<file path="config.mk">
export PLATFORM = sky130hd
export DESIGN_NAME = axi_read_slave_mem
export DESIGN_NICKNAME = d
export VERILOG_FILES = /design/src/rtl/axi_read_slave_mem.sv
export SDC_FILE = /design/constraint.sdc
export NUM_CORES = 1
export LEC_CHECK = 0
export CAP_MARGIN = 15
export CORE_MARGIN = 4
export CORE_UTILIZATION = 30
export DETAILED_ROUTE_END_ITERATION = 7
export PLACE_DENSITY = 0.46
export SLEW_MARGIN = 20
export SYNTH_ARGS = -nofsm -noshare
export SYNTH_HDL_FRONTEND = slang
export SYNTH_SLANG_ARGS = --single-unit
</file>
<file path="constraint.sdc">
create_clock -name G_clk -period 3.7 [get_ports G_clk]
set_clock_uncertainty 0.2 [all_clocks]
set_input_delay 0.37 -clock G_clk [delete_from_list [all_inputs] [get_ports G_clk]]
set_output_delay 0.37 -clock G_clk [all_outputs]
set_load 0.1 [all_outputs]
</file>
<file path="src/rtl/axi_read_slave_mem.sv">
// axi_read_slave_mem: AXI read-channel responder backed by a sideband-preloadable word memory.
// Define AXI_RS_WAIT_EN to insert WAIT_CYCLES idle cycles before every beat.

module axi_read_slave_mem #(
  parameter logic [31:0] ADDR_LO = 32'd1,
  parameter logic [31:0] ADDR_HI = 32'd5,
  parameter int          DEPTH   = 16
`ifdef AXI_RS_WAIT_EN
  ,
  parameter int          WAIT_CYCLES = 2
`endif
) (
  input  logic        G_clk,
  input  logic        G_reset,
  input  logic [31:0] ARADDR,
  input  logic [3:0]  ARLEN,
  input  logic [2:0]  ARSIZE,
  input  logic [1:0]  ARBURST,
  input  logic        ARVALID,
  output logic        ARREADY,
  output logic [31:0] RDATA,
  output logic [1:0]  RRESP,
  output logic        RLAST,
  output logic        RVALID,
  input  logic        RREADY,
  input  logic        PL_WE,
  input  logic [31:0] PL_ADDR,
  input  logic [31:0] PL_WDATA
);

  localparam int AW = (DEPTH > 1) ? $clog2(DEPTH) : 1;

  typedef enum logic [1:0] {
    S_IDLE = 2'd0,
    S_BEAT = 2'd1
`ifdef AXI_RS_WAIT_EN
    ,
    S_WAIT = 2'd2
`endif
  } state_t;

  function automatic logic in_range(input logic [31:0] a);
    return (a >= ADDR_LO) && (a <= ADDR_HI);
  endfunction

  function automatic logic [AW-1:0] mem_idx(input logic [31:0] a);
    logic [31:0] d;
    d = a - ADDR_LO;
    return d[AW-1:0];
  endfunction

  // WRAP holds the upper bits; the low bits covered by len (1/3/7/15) count modulo len+1.
  function automatic logic [31:0] next_addr(input logic [31:0] a, input logic [1:0] burst,
                                            input logic [3:0] len);
    logic [31:0] mask;
    logic [31:0] r;
    mask = {28'd0, len};
    case (burst)
      2'b00:   r = a;
      2'b01:   r = a + 32'd1;
      2'b10:   r = (a & ~mask) | ((a + 32'd1) & mask);
      default: r = a;
    endcase
    return r;
  endfunction

  function automatic logic req_err(input logic [2:0] size, input logic [1:0] burst,
                                   input logic [3:0] len);
    logic wrap_bad;
    wrap_bad = (burst == 2'b10) &&
               !((len == 4'd1) || (len == 4'd3) || (len == 4'd7) || (len == 4'd15));
    return (size != 3'b010) || (burst == 2'b11) || wrap_bad;
  endfunction

  state_t      state_r, state_s;
  logic [31:0] addr_r;
  logic [3:0]  rem_r;
  logic [3:0]  len_r;
  logic [1:0]  burst_r;
  logic        err_r;
  logic        arready_r, rvalid_r, rlast_r;
  logic [31:0] rdata_r;
  logic [1:0]  rresp_r;
  logic [31:0] mem_r [DEPTH];

  logic        take_req_s, beat_done_s;
  logic        launch_s, launch_last_s, launch_err_s;
  logic [31:0] launch_addr_s;

`ifdef AXI_RS_WAIT_EN
  localparam int CW = (WAIT_CYCLES > 1) ? $clog2(WAIT_CYCLES) : 1;
  logic [CW-1:0] wait_cnt_r;
`endif

  assign take_req_s  = (state_r == S_IDLE) && arready_r && ARVALID;
  assign beat_done_s = (state_r == S_BEAT) && rvalid_r && RREADY;

  // Next-state and beat-launch decode.
  always_comb begin
    state_s       = state_r;
    launch_s      = 1'b0;
    launch_addr_s = addr_r;
    launch_last_s = (rem_r == 4'd0);
    launch_err_s  = err_r;
    case (state_r)
      S_IDLE: begin
        if (take_req_s) begin
`ifdef AXI_RS_WAIT_EN
          state_s = S_WAIT;
`else
          state_s       = S_BEAT;
          launch_s      = 1'b1;
          launch_addr_s = ARADDR;
          launch_last_s = (ARLEN == 4'd0);
          launch_err_s  = req_err(ARSIZE, ARBURST, ARLEN);
`endif
        end else begin
          state_s = S_IDLE;
        end
      end
      S_BEAT: begin
        if (beat_done_s) begin
          if (rlast_r) begin
            state_s = S_IDLE;
          end else begin
`ifdef AXI_RS_WAIT_EN
            state_s = S_WAIT;
`else
            state_s       = S_BEAT;
            launch_s      = 1'b1;
            launch_addr_s = next_addr(addr_r, burst_r, len_r);
            launch_last_s = (rem_r == 4'd1);
`endif
          end
        end else begin
          state_s = S_BEAT;
        end
      end
`ifdef AXI_RS_WAIT_EN
      S_WAIT: begin
        if (wait_cnt_r == {CW{1'b0}}) begin
          state_s  = S_BEAT;
          launch_s = 1'b1;
        end else begin
          state_s = S_WAIT;
        end
      end
`endif
      default: state_s = S_IDLE;
    endcase
  end

  // State register.
  always_ff @(posedge G_clk or negedge G_reset) begin
    if (!G_reset) state_r <= S_IDLE;
    else          state_r <= state_s;
  end

  // Request context: address of the current/pending beat and beats remaining after it.
  always_ff @(posedge G_clk or negedge G_reset) begin
    if (!G_reset) begin
      addr_r  <= 32'd0;
      rem_r   <= 4'd0;
      len_r   <= 4'd0;
      burst_r <= 2'b00;
      err_r   <= 1'b0;
    end else if (take_req_s) begin
      addr_r  <= ARADDR;
      rem_r   <= ARLEN;
      len_r   <= ARLEN;
      burst_r <= ARBURST;
      err_r   <= req_err(ARSIZE, ARBURST, ARLEN);
    end else if (beat_done_s && !rlast_r) begin
      addr_r <= next_addr(addr_r, burst_r, len_r);
      rem_r  <= rem_r - 4'd1;
    end
  end

`ifdef AXI_RS_WAIT_EN
  // Wait-state counter, reloaded whenever another beat becomes pending.
  always_ff @(posedge G_clk or negedge G_reset) begin
    if (!G_reset) begin
      wait_cnt_r <= {CW{1'b0}};
    end else if (take_req_s || (beat_done_s && !rlast_r)) begin
      wait_cnt_r <= CW'(WAIT_CYCLES - 1);
    end else if ((state_r == S_WAIT) && (wait_cnt_r != {CW{1'b0}})) begin
      wait_cnt_r <= wait_cnt_r - CW'(1);
    end
  end
`endif

  // Registered R-channel and ARREADY outputs; SLVERR outranks DECERR.
  always_ff @(posedge G_clk or negedge G_reset) begin
    if (!G_reset) begin
      arready_r <= 1'b0;
      rvalid_r  <= 1'b0;
      rlast_r   <= 1'b0;
      rdata_r   <= 32'd0;
      rresp_r   <= 2'b00;
    end else begin
      arready_r <= (state_s == S_IDLE);
      if (launch_s) begin
        rvalid_r <= 1'b1;
        rlast_r  <= launch_last_s;
        if (launch_err_s) begin
          rresp_r <= 2'b10;
          rdata_r <= 32'd0;
        end else if (!in_range(launch_addr_s)) begin
          rresp_r <= 2'b11;
          rdata_r <= 32'd0;
        end else begin
          rresp_r <= 2'b00;
          rdata_r <= mem_r[mem_idx(launch_addr_s)];
        end
      end else if (beat_done_s) begin
        rvalid_r <= 1'b0;
        rlast_r  <= 1'b0;
        rresp_r  <= 2'b00;
        rdata_r  <= 32'd0;
      end
    end
  end

  // Preload port; contents survive reset, a same-edge beat launch sees the old word.
  always_ff @(posedge G_clk) begin
    if (PL_WE && in_range(PL_ADDR)) begin
      mem_r[mem_idx(PL_ADDR)] <= PL_WDATA;
    end
  end

  assign ARREADY = arready_r;
  assign RVALID  = rvalid_r;
  assign RLAST   = rlast_r;
  assign RDATA   = rdata_r;
  assign RRESP   = rresp_r;

endmodule

</file>
==> impl_results.md <==
- Number of iterations in the first detailed-routing pass: 5
- IO Port Bufs: 146
- Critical path launch point type: flip-flop
- Via count of the first global-routing pass: about 15,000
- Switching component of the power: 7350 µW
- Static leakage: about 0.011 µW
- Kind of end point of the critical path: flip-flop
- Share of flip-flops with an asynchronous set or reset after synthesis: 0.137
- Total instance count after detailed placement: ~2,900
- Slowest library cell on the worst path: sky130_fd_sc_hd__or4_4
- Ports: 147
- Critical path's top delay family: simple AND/OR/NAND/NOR gates
- Instance count of the mapped netlist: 1,300
- Relative contribution of the clock network to total power: 0.280
- Worst Path Max Fanout: 12
- Combinational power share: 0.372
- Count of nets after finishing: ~2,000
- Die Outline Area: 86,000 µm²
- Critical path's largest stage delay: 590 ps
- Syn-to-layout area delta: 29.8%
- Share of total power consumed by net switching: 0.307
- Number of buffers on the longest clock path: 3
- Number of enable-type register cells in the synthesized netlist: 512
- CTS tree: built
- Power share of the sequential group: 0.348
- Latest clock arrival within the worst-skew pair: about 600 ps
- Top cells by area, synth: sky130_fd_sc_hd__edfxtp_1 (63%), sky130_fd_sc_hd__mux4_2 (15%), sky130_fd_sc_hd__dfrtp_1 (8.3%)
- Final count of hold timing violations: 0
- Worst slew slack as a fraction of its limit: 0.308
- Setup CP Type: flip-flop to flip-flop
- Pin count of the biggest net entering global routing: 69
- Post-synthesis area per instance: 18.8 µm²
- Arrival time of the worst setup path: ~3800 ps
- Global router's overall resource usage: 0.136
- Starting density of the core: 0.303
- First-pass GRT wire length: just under 90 mm
- Min Clock Period, post-route: 3550 ps
- Number of pins with negative max-slew slack in the final report: 0
- Number of vias per cell: around 4.6
- Total of fill cells in the finished design: 7,488
- Clock-pin slew of the registers on the worst-case setup and hold paths: approximately 60 ps
- Post CTS Setup Buffer Count: 0
- Primary FF master, synth: sky130_fd_sc_hd__edfxtp_1
- Final setup fails: 0
- Core footprint: 80,500 µm²
- Horizontal die dimension: 293 µm
- Cell type contributing the most total cell area after synthesis: sky130_fd_sc_hd__edfxtp_1
- FF-to-FF setup slack: 150 ps
- Core occupancy in the finished layout: 0.393
- Number of synthesis warnings: 0
- Cell variety after synth: 79
- Sinks on the clock net: 593
- Routed vias: 13,729
- Part of the cycle the worst path needs: 0.958
- Class of the most critical hold timing path: primary input to flip-flop
- Non-Filler Instances: 3,010
- Transition time at the pin with the least slew margin: 1040 ps
- Average wire per standard cell: 19.4 µm
- Area occupied by multi-input gates: 7910 µm²
- Maximum clock rate: 282 MHz
- Initial DRC count: 837
- Global route overflow: 0
- Hold slack: 196 ps
- Library cell appearing most often on the critical path: sky130_fd_sc_hd__buf_12
- Number of register bits inferred by synthesis: 593
- Critical path data required time: a little under 4000 ps
- Pint: 16,600 µW
- Number of maximum-capacitance constraint violations: 0
- Portion of synthesized cell area occupied by the leading cell type: 0.630
- Unrepaired setup endpoints after global routing: no
- DRC violations left: 0
- Number of antenna violations at the first check in global routing: 2
- Power Density: 755 nW/µm²
- Sequential cell area in the final layout: 17,400 µm²
- CTS root buf: sky130_fd_sc_hd__clkbuf_16
- Detailed-route wire length: about 60 mm
- Die Y-Extent: 293 µm
- Final weighted congestion in routability-driven placement: ~0.83
- Final ANT Viol Nets: 0
- Final antenna diode count: 0
- Ratio of cells with drive above 1 in the final layout: 0.211
- Post-synthesis instance area: between 20,000 and 25,000 µm²
- Number of rows in the core area: between 100 and 150
- Cell-by-cell listing of the critical path: nand4_2 > or4_4 > nor3_2 > nand2_1 > o31ai_1 > nor4_2 > a31oi_2 > nor4_4 > buf_12 > buf_12 > a22o_1
- Clock buffer count from CTS: slightly below 70
- Status: finished clean
- Buffers plus inverters on the worst setup path: 2
- Highest ir drop seen on vdd: 0.646 mV
- Total half-perimeter wirelength after legalization and detailed placement: roughly 36 mm
- Level count of the clock H-tree: 3
- Register area share after synthesis: 0.713
## metal layers
layer / GRT usage / vias up / routed length (µm)
met2: 0.225 / 314 / 28300
met5: 0 / - / 34
met3: 0.0308 / 114 / 2720
met4: 0.0448 / 4 / 1790
li1: - / 6277 / -
met1: 0.177 / 7020 / 25500
## worst reg2reg max path: stages (launching register included)
cell                      delay, ps
sky130_fd_sc_hd__dfrtp_1        490
sky130_fd_sc_hd__nand4_2        300
sky130_fd_sc_hd__or4_4          590
sky130_fd_sc_hd__nor3_2         250
sky130_fd_sc_hd__nand2_1        110
sky130_fd_sc_hd__o31ai_1        450
sky130_fd_sc_hd__nor4_2         110
sky130_fd_sc_hd__a31oi_2        320
sky130_fd_sc_hd__nor4_4          80
sky130_fd_sc_hd__buf_12         180
sky130_fd_sc_hd__buf_12         150
sky130_fd_sc_hd__a22o_1         200
## final cells by class
class	instances	area share
clock inverter	28	0.0107
sequential	593	0.550
inverter	18	0.00237
multi-input combinational	960	0.250
tap	1060	0.0419
clock buffer	98	0.0606
timing repair buffer	253	0.0851
## Yosys cell counts, drive strengths merged, types with 4 or more instances
cell type and instances:
a31oi 16, a21oi 28, ha 8, nand3 19, nor3 10, inv 18
o21ai 37, a22oi 8, edfxtp 512, or4 5, a221o 5, nand2 63
xnor2 4, or3 4, buf 48, clkbuf 32, nand4 18, o31ai 7
mux4 160, a221oi 5, dfrtp 81, a211oi 8, nor4 32, and3b 4
o22ai 13, nor2 63, and4 8, a22o 32
## power by group through the flow
stage	logic, µW	registers (µW)	clock network (µW)
floorplan	5860	8390	0
global placement	8800	8450	0
detailed placement	8860	8460	0
CTS	8900	8330	6950
global route	9590	8400	7210
finish	8900	8330	6690
## path summary, 6_finish.rpt
| kind | start | endpoint | cells past startpoint |
|---|---|---|---|
| setup reg to reg | addr_r[14] | RDATA[6] | 11 |
| hold reg to reg | len_r[0] | len_r[0] | 2 |
| setup / recovery | addr_r[14] | RDATA[6] | 11 |
| min in group asynchronous | G_reset | rem_r[2] | 2 |
| hold / removal | ARBURST[1] | burst_r[1] | 3 |
| max in group asynchronous | G_reset | RDATA[19] | 3 |
## registers in the layout (all words and copies together) (netlist names)
| name | cells |
|---|---|
| mem_r | 512 |
| state_r | 1 |
| addr_r | 32 |
| err_r | 1 |
| RRESP | 2 |
| len_r | 4 |
| rem_r | 4 |
| RLAST | 1 |
| RVALID | 1 |
| ARREADY | 1 |
| burst_r | 2 |
| RDATA | 32 |
## cells by family (layout without fill, tap and decap cells)
group                      after synthesis  after routing  share of synthesized area
AOI/OAI and AO/OA                      187            187                     0.0547
xor gates and xnor gates                 7              7                    0.00251
adders and majority gates                8              8                    0.00410
buffers and inverters                   98            397                     0.0202
DFF                                    593            593                      0.713
muxes                                  164            164                      0.149
other                                    1            352                   0.000154
and+or+nand+nor                        242            242                     0.0557
## cell usage in the layout, fill, tap and decap left out, types with 31 or more instances in the layout
cell type                         count
sky130_fd_sc_hd__a22o_1              32
sky130_fd_sc_hd__dfrtp_1             78
sky130_fd_sc_hd__nor2_1              59
sky130_fd_sc_hd__clkbuf_16           72
sky130_fd_sc_hd__buf_12              31
sky130_fd_sc_hd__buf_4               74
sky130_fd_sc_hd__edfxtp_1           512
sky130_fd_sc_hd__nand2_1             63
sky130_fd_sc_hd__clkdlybuf4s50_1    144
sky130_fd_sc_hd__conb_1             352
sky130_fd_sc_hd__o21ai_0             32
sky130_fd_sc_hd__mux4_2             160
## metrics by stage
step	setup slack (ps)	power, µW	area, µm²	setup TNS [ps]
3_3_place_gp	-231	17300	29300	-5350
4_1_cts	67.4	24200	31600	0
6_report	155	23900	31700	0
3_5_place_dp	-244	17300	29400	-4570
2_1_floorplan	-87.9	14200	25700	-2470
5_1_grt	4.62	25200	31700	0
## repair_timing
item	CTS	global route
gates resized for setup	0	8
hold endpoints to repair	51	0
endpoints found under the setup margin	0	32
hold buffers	1	0
Note: power is estimated with default switching activity, not from simulation.
